### config.mk
export PLATFORM = sky130hd
export DESIGN_NAME = inst_fetcher_flat
export DESIGN_NICKNAME = d
export VERILOG_FILES = /design/src/rtl/inst_fetcher_pkg.sv /design/src/rtl/inst_fetcher_if.sv /design/src/rtl/inst_fetcher.sv /design/src/flat_wrapper.sv
export SDC_FILE = /design/constraint.sdc
export NUM_CORES = 1
export LEC_CHECK = 0
export CORE_UTILIZATION = 41
export CTS_CLUSTER_DIAMETER = 120
export DETAILED_ROUTE_END_ITERATION = 16
export PLACE_DENSITY = 0.74
export SYNTH_ARGS = -nofsm -noshare
export SYNTH_HDL_FRONTEND = slang
export SYNTH_SLANG_ARGS = --single-unit
### constraint.sdc
create_clock -name clk_in -period 3.25 [get_ports clk_in]
set_clock_uncertainty 0.2 [all_clocks]
set_input_delay 0.4875 -clock clk_in [delete_from_list [all_inputs] [get_ports clk_in]]
set_output_delay 0.4875 -clock clk_in [all_outputs]
set_load 0.1 [all_outputs]
### src/rtl/inst_fetcher_pkg.sv
// Shared definitions for the instruction fetch stage: widths, flag levels and
// the fetch FSM state encoding.
package inst_fetcher_pkg;

  localparam int   ADDRESS_WIDTH     = 32;
  localparam int   INSTRUCTION_WIDTH = 32;
  localparam logic ENABLE            = 1'b1;
  localparam logic NULL              = 1'b0;

  typedef enum logic [1:0] {
    IF_FETCH = 2'd0,
    IF_MISS  = 2'd1,
    IF_DRAIN = 2'd2
  } if_state_e;

endpackage

### src/rtl/inst_fetcher_if.sv
// Fetch-stage bus bundle: cache lookup, memory refill request, instruction
// queue push and commit-side redirect. master = fetcher, slave = environment.
interface inst_fetcher_if
  import inst_fetcher_pkg::*;
#(
  parameter int ADDR_W = ADDRESS_WIDTH,
  parameter int INST_W = INSTRUCTION_WIDTH
);

  logic [ADDR_W-1:0] icache_pc_out;
  logic [INST_W-1:0] icache_inst_in;
  logic              icache_miss_in;
  logic              mem_req_out;
  logic [ADDR_W-1:0] mem_pc_out;
  logic              mem_done_in;
  logic              iq_full_in;
  logic              iq_valid_out;
  logic [INST_W-1:0] iq_inst_out;
  logic [ADDR_W-1:0] iq_pc_out;
  logic              clear_in;
  logic [ADDR_W-1:0] clear_pc_in;

  modport master (
    output icache_pc_out, mem_req_out, mem_pc_out,
           iq_valid_out, iq_inst_out, iq_pc_out,
    input  icache_inst_in, icache_miss_in, mem_done_in,
           iq_full_in, clear_in, clear_pc_in
  );

  modport slave (
    input  icache_pc_out, mem_req_out, mem_pc_out,
           iq_valid_out, iq_inst_out, iq_pc_out,
    output icache_inst_in, icache_miss_in, mem_done_in,
           iq_full_in, clear_in, clear_pc_in
  );

endinterface

### src/rtl/inst_fetcher.sv
// Instruction fetch stage: looks up pc in the I-cache, pushes hits into the
// instruction queue, and holds a refill request to memory on a miss.
module inst_fetcher
  import inst_fetcher_pkg::*;
#(
  parameter int              ADDR_W   = ADDRESS_WIDTH,
  parameter int              INST_W   = INSTRUCTION_WIDTH,
  parameter logic [ADDR_W-1:0] RESET_PC = '0
) (
  input  logic           clk_in,
  input  logic           rst_n_in,
  input  logic           rdy_in,
  inst_fetcher_if.master bus
);

  if_state_e         state_q, state_d;
  logic [ADDR_W-1:0] pc_q, pc_d, pc_inc;
  logic              iq_valid_q, iq_valid_d;
  logic [INST_W-1:0] iq_inst_q, iq_inst_d;
  logic [ADDR_W-1:0] iq_pc_q, iq_pc_d;
  logic              mem_req_q, mem_req_d;
  logic [ADDR_W-1:0] mem_pc_q, mem_pc_d;

  // Wraps naturally modulo 2^ADDR_W.
  assign pc_inc = pc_q + ADDR_W'(4);

  always_ff @(posedge clk_in or negedge rst_n_in) begin
    if (!rst_n_in) begin
      state_q    <= IF_FETCH;
      pc_q       <= RESET_PC;
      iq_valid_q <= NULL;
      iq_inst_q  <= '0;
      iq_pc_q    <= '0;
      mem_req_q  <= NULL;
      mem_pc_q   <= '0;
    end else if (rdy_in) begin
      state_q    <= state_d;
      pc_q       <= pc_d;
      iq_valid_q <= iq_valid_d;
      iq_inst_q  <= iq_inst_d;
      iq_pc_q    <= iq_pc_d;
      mem_req_q  <= mem_req_d;
      mem_pc_q   <= mem_pc_d;
    end
  end

  // A redirect during MISS parks in DRAIN because the memory controller cannot
  // cancel; the outstanding word must still be waited out.
  always_comb begin
    state_d = state_q;
    case (state_q)
      IF_FETCH: if (!bus.clear_in && bus.icache_miss_in) state_d = IF_MISS;
      IF_MISS: begin
        if (bus.mem_done_in)   state_d = IF_FETCH;
        else if (bus.clear_in) state_d = IF_DRAIN;
      end
      IF_DRAIN: if (bus.mem_done_in) state_d = IF_FETCH;
      default:  state_d = IF_FETCH;
    endcase
  end

  always_comb begin
    pc_d       = pc_q;
    iq_valid_d = NULL;
    iq_inst_d  = iq_inst_q;
    iq_pc_d    = iq_pc_q;
    mem_req_d  = mem_req_q;
    mem_pc_d   = mem_pc_q;
    if (bus.clear_in) pc_d = bus.clear_pc_in;
    case (state_q)
      IF_FETCH: begin
        if (!bus.clear_in) begin
          if (bus.icache_miss_in) begin
            mem_req_d = ENABLE;
            mem_pc_d  = pc_q;
          end else if (!bus.iq_full_in) begin
            iq_valid_d = ENABLE;
            iq_inst_d  = bus.icache_inst_in;
            iq_pc_d    = pc_q;
            pc_d       = pc_inc;
          end
        end
      end
      IF_MISS, IF_DRAIN: if (bus.mem_done_in) mem_req_d = NULL;
      default:           mem_req_d = NULL;
    endcase
  end

  assign bus.icache_pc_out = pc_q;
  assign bus.mem_req_out   = mem_req_q;
  assign bus.mem_pc_out    = mem_pc_q;
  assign bus.iq_valid_out  = iq_valid_q;
  assign bus.iq_inst_out   = iq_inst_q;
  assign bus.iq_pc_out     = iq_pc_q;

endmodule

### src/flat_wrapper.sv
// flat-port wrapper written by rule: the top's interface ports become plain ports
module inst_fetcher_flat import inst_fetcher_pkg::*;
#(
  parameter int              ADDR_W   = ADDRESS_WIDTH,
  parameter int              INST_W   = INSTRUCTION_WIDTH,
  parameter logic [ADDR_W-1:0] RESET_PC = '0
)
  (clk_in, rst_n_in, rdy_in, bus_icache_pc_out, bus_mem_req_out, bus_mem_pc_out, bus_iq_valid_out, bus_iq_inst_out, bus_iq_pc_out, bus_icache_inst_in, bus_icache_miss_in, bus_mem_done_in, bus_iq_full_in, bus_clear_in, bus_clear_pc_in);
  inst_fetcher_if #(.ADDR_W(ADDR_W), .INST_W(INST_W)) bus_i ();
  input  logic clk_in;
  input  logic rst_n_in;
  input  logic rdy_in;
  output wire logic [$bits(bus_i.icache_pc_out)-1:0] bus_icache_pc_out;
  output wire logic [$bits(bus_i.mem_req_out)-1:0] bus_mem_req_out;
  output wire logic [$bits(bus_i.mem_pc_out)-1:0] bus_mem_pc_out;
  output wire logic [$bits(bus_i.iq_valid_out)-1:0] bus_iq_valid_out;
  output wire logic [$bits(bus_i.iq_inst_out)-1:0] bus_iq_inst_out;
  output wire logic [$bits(bus_i.iq_pc_out)-1:0] bus_iq_pc_out;
  input wire logic [$bits(bus_i.icache_inst_in)-1:0] bus_icache_inst_in;
  input wire logic [$bits(bus_i.icache_miss_in)-1:0] bus_icache_miss_in;
  input wire logic [$bits(bus_i.mem_done_in)-1:0] bus_mem_done_in;
  input wire logic [$bits(bus_i.iq_full_in)-1:0] bus_iq_full_in;
  input wire logic [$bits(bus_i.clear_in)-1:0] bus_clear_in;
  input wire logic [$bits(bus_i.clear_pc_in)-1:0] bus_clear_pc_in;
  assign bus_icache_pc_out = bus_i.icache_pc_out;
  assign bus_mem_req_out = bus_i.mem_req_out;
  assign bus_mem_pc_out = bus_i.mem_pc_out;
  assign bus_iq_valid_out = bus_i.iq_valid_out;
  assign bus_iq_inst_out = bus_i.iq_inst_out;
  assign bus_iq_pc_out = bus_i.iq_pc_out;
  assign bus_i.icache_inst_in = bus_icache_inst_in;
  assign bus_i.icache_miss_in = bus_icache_miss_in;
  assign bus_i.mem_done_in = bus_mem_done_in;
  assign bus_i.iq_full_in = bus_iq_full_in;
  assign bus_i.clear_in = bus_clear_in;
  assign bus_i.clear_pc_in = bus_clear_pc_in;
  inst_fetcher #(.ADDR_W(ADDR_W), .INST_W(INST_W), .RESET_PC(RESET_PC)) u_core (.clk_in(clk_in), .rst_n_in(rst_n_in), .rdy_in(rdy_in), .bus(bus_i));
endmodule
# == Word level (Yosys, flattened, before mapping) ==
# Index checks and enable logic that the tools add are counted.
# word_totals
input_bits,71
reg_bits,132
wordCells,45
output_inout_bits,130
# classes
n_eq_ne,8
addsub,1
n_bitwise,3
mux,18
reduce_logical,8
# ops
operator,count
two-way mux 32 bit,5
"adder 32 x 3 -> 32 bit, second input constant",1
AND reduction 4 bit,3
two-way mux 2 bit,4
"inequality test 2 bit, second input constant",4
two-way mux 1 bit,7
case mux 2 bit (3 select lines),1
AND reduction 5 bit,1
"inequality test 3 bit, second input constant",1
inverter 1 bit,3
"== test 2 x 1 -> 1 bit, second input constant",1
"== test 2 bit, second input constant",1
zero test 2 bit,1
"inequality test 2 x 1 -> 1 bit, second input constant",1
case mux 1 bit (2 select lines),1
OR reduction 2 bit,1
logical AND 1 bit,1
zero test 1 bit,1

# == Longest topological paths before layout ==
# logic_depth
ltp_word,5
depth_mapped,8
depth_no_buf,7

# == Least setup slack after synthesis ==
# No wires, ideal clock.
# synth_path
kind,reg-to-reg
from,register u_core.pc_q[2] (netlist: u_core.bus.icache_pc_out[2])
to,register u_core.pc_q[28] (netlist: u_core.bus.icache_pc_out[28])
synth_period_minus_slack_ns,2.873
arrival_ns,2.601
stages_incl_launch_ff,7
required_ns,2.978
setup_ns,0.072
setup_slack_ns,0.377
path_buffers,0
cell_sequence,dfrtp_1 ha_1 nand2_1 nor4_4 nand4_2 or4_1 nand3_1
# synth_via
elab_chain_cells,5
# synth_rtl
item,line_no,rtl
start: declaration,inst_fetcher.sv:17,"logic [ADDR_W-1:0] pc_q, pc_d, pc_inc;"
start signal: assignment,inst_fetcher.sv:38,pc_q <= pc_d;
adder 32 x 3 -> 32 bit,inst_fetcher.sv:25,assign pc_inc = pc_q + ADDR_W'(4);
two-way mux 32 bit,inst_fetcher.sv:76,end else if (!bus.iq_full_in) begin
two-way mux 32 bit,inst_fetcher.sv:73,if (bus.icache_miss_in) begin
two-way mux 32 bit,inst_fetcher.sv:72,if (!bus.clear_in) begin
two-way mux 32 bit,inst_fetcher.sv:70,case (state_q)
# No other way between the ends.
# A chain may end at the register's enable or synchronous reset.

# == Final worst setup path ==
# layout_path
from,register u_core.state_q[1]
to,register u_core.pc_q[28] (netlist: u_core.bus.icache_pc_out[28])
# layout_via
elab_chain_cells,2
# layout_rtl
item,line_no,rtl
start: declaration,inst_fetcher.sv:16,"if_state_e state_q, state_d;"
start signal: assignment,inst_fetcher.sv:37,state_q <= state_d;
zero test 2 bit,inst_fetcher.sv:70,
two-way mux 32 bit,inst_fetcher.sv:70,
# No other way between the ends.

==> key figures <==
Global route
  • Antenna violations before repair: 0
  • Vias in the first global route: 4921
  • Total gr overflow: 0
  • Largest net degree at the start of global routing: 59
  • First-pass GRT wire length: 25.5 mm
  • GRT Util Overall: 0.228

Yosys
  • Post-synth top area share: 0.571
  • Post-synth top flop: dfrtp_1
  • Leading area contributor after synthesis: dfrtp_1
  • Synth cell types: 50
  • Sequential area share after synthesis: 0.571
  • Post-Syn Area: 0.00578 mm^2
  • EDFF count, synth: 0
  • Asr flop ratio synth: 1.00
  • Post-synthesis average cell area: 11.9 um^2
  • Syn Nets: 562
  • Yosys warns: 0
  • Post-synthesis cell count: 487
  • Yosys reg bits: 132
  • Ranking of synthesized cells by area: dfrtp_1 57%, mux2_2 17%, nand2_1 2.6%, o21ai_0 2.6%, a21oi_1 1.8%

Clock tree
  • Root buf cell: clkbuf_16
  • CTS tree: done
  • Clk sinks: 132
  • Clk_lat worst skew: 0.41 ns
  • CTS Hold Bufs: 1
  • H-tree depth: 4
  • Worst-path clk slew: 0.06 ns
  • CTS Buf Count: 17
  • Post-CTS sizing: 0
  • Clock buffer depth: 2
  • Setup bufs post-CTS: 0

Timing
  • Fin crit share: 0.822
  • RSZ-0062 raised after global routing: false
  • Fmax: 374 MHz
  • TNS Setup: 0 ns
  • Slew Viols, Final: 0
  • Period minus WS final: 2.67 ns
  • Final hold violation count: 0
  • Final setup fails: 0
  • Slew headroom: 0.605
  • Worst-margin pin slew: 0.591 ns

Routing
  • DR vias: 4753
  • Routed wire per std cell: 17.8 um
  • Post-route DRC: 0
  • Vias/cell: 5.39
  • DR iter-0 viols: 312
  • DRT antenna net count: 0
  • DRT Wirelength: 15.7 mm
  • Drt first pass iters: 5

Floorplanning
  • Die Y: 121 um
  • FP Rows: 43
  • I/O pin count: 201
  • Die W: 121 um
  • DIE AREA: 0.0146 mm^2
  • Initial Util: 0.418
  • Core Region: 0.0138 mm^2

Worst setup path
  • Cells along the critical path: inv_1, ha_1, or3b_4, nor4_4, nand4_2, or4_1, nand3_1
  • Slowest stage cell on the critical path: or4_1
  • Required @ worst endpoint: 3.40 ns
  • Crit path DAT: 2.82 ns
  • Critical Path End Type: flop
  • Setup crit start kind: flop
  • Worst path max stage delay: 0.50 ns
  • Worst reg2reg startpoint: u_core.state_q[1]
  • CP startpoint: u_core.state_q[1]
  • Crit Path Category: reg2reg
  • Worst Path Max Fanout: 5

Worst hold path
  • HP Class: reg2reg
  • Hold Path Origin: u_core.bus.iq_pc_out[15]

Layout
  • Share of cells above drive strength 1: 0.379
  • Post-route core utilization: 0.595
  • N_diodes: 0
  • Final cell count without fillers: 882
  • Final nets: 768
  • Area grow syn2layout: 42.3%
  • FILL cells: 1130

Flow run
  • Max cap viols: 0

Place
  • IO buf count: 200
  • RD Place Congestion: 0.849
  • HPWL Detailed: 11.4 mm
  • DP Cell Count: 853

Run status
  • Outcome: complete, no violations
[sequential cells by signal, summed over array words and instances (netlist names)]
signal                    count
u_core.bus.icache_pc_out     32
u_core.bus.iq_inst_out       32
u_core.bus.iq_pc_out         32
u_core.bus.iq_valid_out       1
u_core.bus.mem_pc_out        32
u_core.bus.mem_req_out        1
u_core.state_q                2
[synthesized netlist by cell type (2+ instances only)]
cell       count
o21ai_0       30
nand4_2        2
o211ai_1       4
nor3_1         4
nor4_1         4
or4_1          2
a22o_1         2
nor2b_1        3
clkbuf_1      27
nor2_1        20
a21oi_1       21
ha_1           4
nand2_1       40
nand3_1       20
and3_1         3
dfrtp_1      132
a311oi_1       2
nand4_1        9
a31oi_1        3
clkinv_1       2
mux2_2        87
or3_1          4
mux2i_1        2
o22ai_1       10
inv_1          9
and4_1         6
and2_1         2
a2bb2oi_1      4
a22oi_1        8
[path summary, 6_finish.rpt]
check / endpoint / slack (ns) / cells after the start
worst min-delay path: u_core.bus.iq_pc_out[15] / 0.29 / 2
worst max-delay path: u_core.bus.icache_pc_out[28] / 0.58 / 7
worst min register to register: u_core.bus.iq_pc_out[15] / 0.29 / 2
worst max register to register: u_core.bus.icache_pc_out[28] / 0.58 / 7
min in group asynchronous: u_core.bus.iq_pc_out[14] / 0.43 / 2
max in group asynchronous: u_core.bus.iq_inst_out[5] / 1.66 / 3
[routing by layer]
metal	up-vias	GRT usage	part of all wire
met5	-	0	0
met4	0	0.0671	0.014
met3	18	0.0745	0.072
met2	193	0.370	0.49
met1	2343	0.290	0.42
li1	2199	-	-
[kinds of logic after synthesis]
logic type | share of synthesized area
mux | 0.173
compound gates | 0.107
simple gates | 0.114
fa+ha+maj | 0.00866
flops | 0.571
buf+inv | 0.0255
[final cells by class]
| type | count | area (um^2) | share of cell area |
|---|---|---|---|
| Clock inverter | 6 | 32.5 | 0.00395 |
| Clock buffer | 22 | 474 | 0.0577 |
| Sequential cell | 132 | 3300 | 0.402 |
| Inverter | 11 | 41.3 | 0.00502 |
| Multi-Input combinational cell | 316 | 2340 | 0.285 |
| Tap cell | 180 | 225 | 0.0274 |
| Timing Repair Buffer | 215 | 1810 | 0.220 |
[worst max-delay path: cells and delay by family (launching register included)]
family,cells,cell delay (ns)
flip-flops,1,0.39
AND/OR/NAND/NOR,5,1.64
buffers and inverters,1,0.12
adder cells (fa/ha/maj),1,0.26
[stage by stage]
step	area (um^2)	hold WS (ns)	setup slack, ns
global placement	7710	0.264	0.436
floorplan	5780	-0.00809	0.377
global route	8230	0.313	0.435
finish	8230	0.287	0.577
CTS	8230	0.287	0.589
detailed placement	7710	0.275	0.355
[cell usage in the layout, fill, tap and decap left out, types with 9 or more instances in the layout]
| master | count |
|---|---|
| buf_4 | 143 |
| a21oi_1 | 21 |
| inv_1 | 9 |
| dfrtp_1 | 132 |
| o22ai_1 | 10 |
| nand2_1 | 39 |
| nand3_1 | 19 |
| o21ai_0 | 30 |
| clkdlybuf4s50_1 | 69 |
| clkbuf_16 | 17 |
| mux2_2 | 87 |
| nor2_1 | 20 |
| nand4_1 | 9 |
Power is left out: the tool's default activity adds up to more than one toggle a clock period on the data nets, which glitch-free logic cannot reach.
